**config.mk**
```make
export PLATFORM = sky130hd
export DESIGN_NAME = sensor_debounce_flat
export DESIGN_NICKNAME = d
export VERILOG_FILES = /design/src/rtl/sensor_debounce_if.sv /design/src/rtl/sensor_debounce.sv /design/src/flat_wrapper.sv
export SDC_FILE = /design/constraint.sdc
export NUM_CORES = 1
export LEC_CHECK = 0
export ABC_CLOCK_PERIOD_IN_PS = 1600
export CAP_MARGIN = 20
export CORE_UTILIZATION = 56
export CTS_BUF_LIST = sky130_fd_sc_hd__clkbuf_8
export CTS_CLUSTER_SIZE = 14
export DETAILED_ROUTE_END_ITERATION = 8
export PLACE_DENSITY = 0.88
export RECOVER_POWER = 25
export SYNTH_ARGS = -nofsm -noshare
export SYNTH_HDL_FRONTEND = slang
export SYNTH_SLANG_ARGS = --single-unit
```
**constraint.sdc**
```tcl
create_clock -name clk -period 1.6 [get_ports clk]
set_input_delay 0.16 -clock clk [delete_from_list [all_inputs] [get_ports clk]]
set_output_delay 0.16 -clock clk [all_outputs]
set_load 0.01 [all_outputs]
```
**src/rtl/sensor_debounce_if.sv**
```systemverilog
// Signal bundle between the raw cabin sensor pins and the debounced outputs of sensor_debounce.
interface sensor_debounce_if #(
    parameter int N_CH = 5
);
    logic            sample_en;
    logic [N_CH-1:0] raw_in;
    logic [N_CH-1:0] clean_out;
    logic [N_CH-1:0] rise;
    logic [N_CH-1:0] fall;
    logic            busy;

    modport master (
        output sample_en,
        output raw_in,
        input  clean_out,
        input  rise,
        input  fall,
        input  busy
    );

    modport slave (
        input  sample_en,
        input  raw_in,
        output clean_out,
        output rise,
        output fall,
        output busy
    );
endinterface

```
**src/rtl/sensor_debounce.sv**
```systemverilog
// Per-channel sensor debouncer: optional two-flop synchronizer, stability counter, rise/fall pulses.
// Macro SENSOR_DEBOUNCE_SYNC_EN enables the input synchronizer (production setting).
module sensor_debounce #(
    parameter int            N_CH          = 5,
    parameter int            STABLE_CYCLES = 16,
    parameter logic [N_CH-1:0] RESET_VAL   = {N_CH{1'b0}},
    localparam int           CNT_W         = $clog2(STABLE_CYCLES)
) (
    input  logic              clk,
    input  logic              reset,
    sensor_debounce_if.slave  bus
);

    typedef enum logic {
        ST_STABLE  = 1'b0,
        ST_PENDING = 1'b1
    } state_t;

    localparam logic [CNT_W-1:0] CNT_MAX  = CNT_W'(STABLE_CYCLES - 1);
    localparam logic [CNT_W-1:0] CNT_ONE  = CNT_W'(1);
    localparam logic [CNT_W-1:0] CNT_ZERO = CNT_W'(0);

    logic [N_CH-1:0]  samp_s;
    logic [N_CH-1:0]  mismatch_s;
    logic [N_CH-1:0]  flip_s;
    state_t           state_r    [N_CH];
    state_t           state_nx_s [N_CH];
    logic [CNT_W-1:0] cnt_r      [N_CH];
    logic [CNT_W-1:0] cnt_nx_s   [N_CH];
    logic [N_CH-1:0]  clean_r;
    logic [N_CH-1:0]  rise_r;
    logic [N_CH-1:0]  fall_r;
    logic [N_CH-1:0]  clean_nx_s;
    logic [N_CH-1:0]  rise_nx_s;
    logic [N_CH-1:0]  fall_nx_s;
    logic             busy_s;

`ifdef SENSOR_DEBOUNCE_SYNC_EN
    logic [N_CH-1:0] sync1_r;
    logic [N_CH-1:0] sync2_r;

    // Two-flop synchronizer for the asynchronous sensor pins
    always_ff @(posedge clk) begin
        if (reset) begin
            sync1_r <= RESET_VAL;
            sync2_r <= RESET_VAL;
        end else begin
            sync1_r <= bus.raw_in;
            sync2_r <= sync1_r;
        end
    end

    assign samp_s = sync2_r;
`else
    assign samp_s = bus.raw_in;
`endif

    assign mismatch_s = samp_s ^ clean_r;

    // State register plus registered counters, clean levels and event pulses
    always_ff @(posedge clk) begin
        if (reset) begin
            for (int i = 0; i < N_CH; i++) begin
                state_r[i] <= ST_STABLE;
                cnt_r[i]   <= CNT_ZERO;
            end
            clean_r <= RESET_VAL;
            rise_r  <= {N_CH{1'b0}};
            fall_r  <= {N_CH{1'b0}};
        end else begin
            for (int i = 0; i < N_CH; i++) begin
                state_r[i] <= state_nx_s[i];
                cnt_r[i]   <= cnt_nx_s[i];
            end
            clean_r <= clean_nx_s;
            rise_r  <= rise_nx_s;
            fall_r  <= fall_nx_s;
        end
    end

    // Next-state logic; a match on any cycle, enabled or not, abandons the pending flip
    always_comb begin
        for (int i = 0; i < N_CH; i++) begin
            state_nx_s[i] = state_r[i];
            flip_s[i]     = 1'b0;
            case (state_r[i])
                ST_STABLE: begin
                    if (bus.sample_en && mismatch_s[i]) begin
                        state_nx_s[i] = ST_PENDING;
                    end else begin
                        state_nx_s[i] = ST_STABLE;
                    end
                end
                ST_PENDING: begin
                    if (!mismatch_s[i]) begin
                        state_nx_s[i] = ST_STABLE;
                    end else if (bus.sample_en && (cnt_r[i] == CNT_MAX)) begin
                        state_nx_s[i] = ST_STABLE;
                        flip_s[i]     = 1'b1;
                    end else begin
                        state_nx_s[i] = ST_PENDING;
                    end
                end
                default: begin
                    state_nx_s[i] = ST_STABLE;
                end
            endcase
        end
    end

    // Counter datapath, next clean level, event pulses and busy flag
    always_comb begin
        busy_s = 1'b0;
        for (int i = 0; i < N_CH; i++) begin
            cnt_nx_s[i] = cnt_r[i];
            case (state_r[i])
                ST_STABLE: begin
                    if (bus.sample_en && mismatch_s[i]) begin
                        cnt_nx_s[i] = CNT_ONE;
                    end else begin
                        cnt_nx_s[i] = CNT_ZERO;
                    end
                end
                ST_PENDING: begin
                    busy_s = 1'b1;
                    if (!mismatch_s[i] || flip_s[i]) begin
                        cnt_nx_s[i] = CNT_ZERO;
                    end else if (bus.sample_en) begin
                        cnt_nx_s[i] = cnt_r[i] + CNT_ONE;
                    end else begin
                        cnt_nx_s[i] = cnt_r[i];
                    end
                end
                default: begin
                    cnt_nx_s[i] = CNT_ZERO;
                end
            endcase
        end
        clean_nx_s = (clean_r & ~flip_s) | (samp_s & flip_s);
        rise_nx_s  = flip_s & samp_s;
        fall_nx_s  = flip_s & ~samp_s;
    end

    assign bus.clean_out = clean_r;
    assign bus.rise      = rise_r;
    assign bus.fall      = fall_r;
    assign bus.busy      = busy_s;

endmodule

```
**src/flat_wrapper.sv**
```systemverilog
// flat-port wrapper written by rule: the top's interface ports become plain ports
module sensor_debounce_flat 
#(
    parameter int            N_CH          = 5,
    parameter int            STABLE_CYCLES = 16,
    parameter logic [N_CH-1:0] RESET_VAL   = {N_CH{1'b0}},
    localparam int           CNT_W         = $clog2(STABLE_CYCLES)
)
  (clk, reset, bus_sample_en, bus_raw_in, bus_clean_out, bus_rise, bus_fall, bus_busy);
  sensor_debounce_if #(.N_CH(N_CH)) bus_i ();
  input  logic clk;
  input  logic reset;
  input wire logic [$bits(bus_i.sample_en)-1:0] bus_sample_en;
  input wire logic [$bits(bus_i.raw_in)-1:0] bus_raw_in;
  output wire logic [$bits(bus_i.clean_out)-1:0] bus_clean_out;
  output wire logic [$bits(bus_i.rise)-1:0] bus_rise;
  output wire logic [$bits(bus_i.fall)-1:0] bus_fall;
  output wire logic [$bits(bus_i.busy)-1:0] bus_busy;
  assign bus_i.sample_en = bus_sample_en;
  assign bus_i.raw_in = bus_raw_in;
  assign bus_clean_out = bus_i.clean_out;
  assign bus_rise = bus_i.rise;
  assign bus_fall = bus_i.fall;
  assign bus_busy = bus_i.busy;
  sensor_debounce #(.N_CH(N_CH), .STABLE_CYCLES(STABLE_CYCLES), .RESET_VAL(RESET_VAL)) u_core (.clk(clk), .reset(reset), .bus(bus_i));
endmodule
```
==> flow_metrics.py <==
metrics = {
    "worst_setup_path": {
        "worst-path-max-fanout": 5,
        "cp_cell_sequence": "ha_1 -> and4_1 -> a2111oi_1",
        "timing.critical_path.from_type": "flip-flop",
        "ff2ff_setup_slack_ns": 0.16,
        "critPathKind": "reg -> reg",
        "cp-endpoint": "u_core.state_r[0][4]",
        "worst-r2r-cell-count": 3,
        "cp_slowest_cell": "a2111oi_1",
        "rr_endpoint": "u_core.state_r[0][4]",
        "r2r-start": "u_core.cnt_r[0][16]",
        "required_ns": 1.76,
        "critPathLaunch": "u_core.cnt_r[0][16]",
        "critical_path_arrival_ns": 1.60,
        "slowest_delay_ns": 0.45,
        "end_kind": "flip-flop",
    },
    "timing": {
        "setup_slack_ns": 0.163,
        "worst_slew_pin_slew_ns": 0.352,
        "relSlewSlack_pct": 75.9,
        "rsz0062_at_grt": "false",
        "fin_crit_sh_pct": 89.8,
        "skew_ns": 0.00390,
        "hold_viol": 0,
        "drv_slew": 0,
        "fmax_mhz": 696,
        "setup_viol": 0,
        "min_period_ns": 1.44,
    },
    "min_path": {
        "hp-class": "in -> reg",
    },
    "run_status": {
        "failed_checks": "design-rule violations",
        "status": "complete, but fails checks",
    },
    "detailed_routing": {
        "drtAntennaViolNets": 0,
        "routedWlPerCell_um": 14.8,
        "vias": 1431,
        "first_pass_iters": 6,
        "first_iter_violations": 80,
        "routed_via_density": 6.01,
        "drc": 1,
        "drt_wl_total_um": 3530,
    },
    "floorplan": {
        "die_w_um": 57.2,
        "core_um2": 2830,
        "die_area_um2": 3270,
        "ios": 24,
        "die_h_um": 57.2,
        "num_rows": 19,
        "initial_core_util_pct": 60.2,
    },
    "global_routing": {
        "grt_max_degree": 27,
        "grt_use_met1_pct": 26.5,
        "grtUsageTotal_pct": 23.9,
        "overflow": 0,
        "antenna_found_initial": 0,
        "grtUsageMet2_pct": 42.0,
        "grtUsageMet3_pct": 7.94,
        "grt_pass1_vias": 1368,
        "top_usage_layer": "met2",
        "grt_pass1_wl_um": 5870,
    },
    "yosys": {
        "synth_cell_types": 32,
        "synth-seq-cells": 40,
        "synthXorXnorAreaFrac_pct": 6.68,
        "synth_nets": 190,
        "synth_top_family_by_area": "simple AND/OR/NAND/NOR gates",
        "yosysWarnings": 0,
        "ys_async_sr_fraction_pct": 0,
        "ys_seq_area_share_pct": 47.0,
        "synth.most_common_cell": "dfxtp_1",
        "ys_top_cells_by_area": "dfxtp_1 47%, xor2_1 5.1%, nor3_1 4.7%, and4_1 4.6%, ha_1 3.7%",
        "synth.cell_area_um2": 1700,
        "synth_area_per_cell_um2": 9.63,
        "yosys.area.top_type": "dfxtp_1",
        "synth.mux.area_fraction_pct": 2.94,
        "synth-main-ff-cell": "dfxtp_1",
        "synthSimpleGateAreaFrac_pct": 24.3,
        "synth_compound_gate_area_share_pct": 11.7,
        "synth_edf_count": 0,
        "synthAdderAreaFrac_pct": 3.67,
        "syn_inst": 177,
        "yosysTopAreaCellShare_pct": 47.0,
        "synthTopCellsByCount": "40 x dfxtp_1, 16 x nor3_1, 11 x nand2_1",
    },
    "place": {
        "dp_hpwl_um": 2530,
        "dp.cells": 230,
        "numPortBuffers": 23,
        "dpl_cell_area_um2": 1980,
        "post-place-ws_ns": -0.0132,
        "place_congestion": 0.824,
    },
    "final_layout": {
        "areaGrowthSynthToFinish_pct": 20.8,
        "nets": 219,
        "final_core_util_pct": 72.8,
        "final_area_um2": 2060,
        "fin_cells": 238,
        "drive_above_1_share_pct": 7.25,
        "diodes": 0,
    },
    "clocking": {
        "clockBufferDepth": 2,
        "htreeDepth": 2,
        "cts.sinks": 40,
        "clock_latency_ns": 0.29,
        "postCtsSetupBuffers": 0,
        "numCtsBuffers": 5,
        "clockRootBuffer": "clkbuf_8",
        "clkSlewWorstSetupHoldPaths_ns": 0.07,
        "cts_tree": "yes",
    },
    "power": {
        "cellLeakagePower_nw": 0.790,
        "ir_drop_v": 0.000605,
        "power.density_nw_per_um2": 876,
        "power.total_w": 0.00180,
    },
    "job": {
        "maxCapViolCount": 0,
    },
}
timing repair:
action                     CTS  global route
hold buffers                 0             0
gates resized for setup      3             0
setup endpoints to repair    1             0
cells in the final DEF, fill, tap and decap left out, types with 3 or more instances in the layout:
| cell type | instances |
|---|---|
| ha_1 | 5 |
| nand2_1 | 11 |
| nand3_1 | 5 |
| clkdlybuf4s50_1 | 21 |
| a21oi_1 | 10 |
| clkbuf_8 | 6 |
| inv_1 | 9 |
| nand4_1 | 6 |
| or3_1 | 4 |
| and4_1 | 9 |
| o211a_1 | 4 |
| mux2i_1 | 5 |
| o21ai_0 | 5 |
| nor3_1 | 15 |
| dfxtp_1 | 39 |
| xor2_1 | 10 |
| buf_4 | 5 |
| nor2_1 | 9 |
| xnor2_1 | 3 |
final cells by class:
class | instances | area [um^2]
sequential | 40 | 802
multi-input combinational | 123 | 831
inverter | 7 | 26.3
timing repair buffer | 29 | 270
fill | 208 | 771
clock buffer | 6 | 82.6
tap | 31 | 38.8
clock inverter | 2 | 7.51
how the worst min path moves through the flow:
stage                       startpoint                  to  slack [ns]  cells past startpoint
floorplan                bus_raw_in[3]  u_core.bus.fall[3]        0.24                      1
global placement    u_core.cnt_r[0][3]  u_core.cnt_r[0][3]        0.48                      2
detailed placement           flip-flop           flip-flop        0.50                      2
CTS                      bus_raw_in[3]  u_core.bus.fall[3]        0.50                      2
global route             bus_raw_in[3]  u_core.bus.fall[3]        0.52                      2
finish                   bus_raw_in[3]  u_core.bus.fall[3]        0.50                      2
power breakdown:
part,leakage (nW),switching [W],internal [W]
clock network,0.0538,0.000329,0.000339
logic,0.412,0.0000583,0.0000519
registers,0.324,0.0000169,0.00101
total,0.790,0.000405,0.00140
cells by family after synthesis:
logic type	after synthesis
flops	40
simple gates	71
compound gates	29
mux	5
xor+xnor	13
buf+inv	14
fa+ha+maj	5
critical path, delay by kind of cell, from the launching register on:
kind | cells | cell delay (ns)
AO/OA/AOI/OAI | 1 | 0.45
flip-flops | 1 | 0.35
adder cells (fa/ha/maj) | 1 | 0.25
AND/OR/NAND/NOR | 1 | 0.25
through the flow:
stage	TNS, ns	hold slack (ns)
after floorplan	0	0.236
after detailed placement	-0.0132	0.501
after CTS	0	0.495
after global placement	0	0.478
final	0	0.503
after global routing	0	0.518
routing by layer:
| metal | vias up | part of all wire (%) |
|---|---|---|
| li1 | 708 | - |
| met1 | 681 | 42 |
| met2 | 35 | 52 |
| met3 | 7 | 4.3 |
| met4 | 0 | 1.5 |
| met5 | - | 0 |
Power figures use the tool's default switching activity.
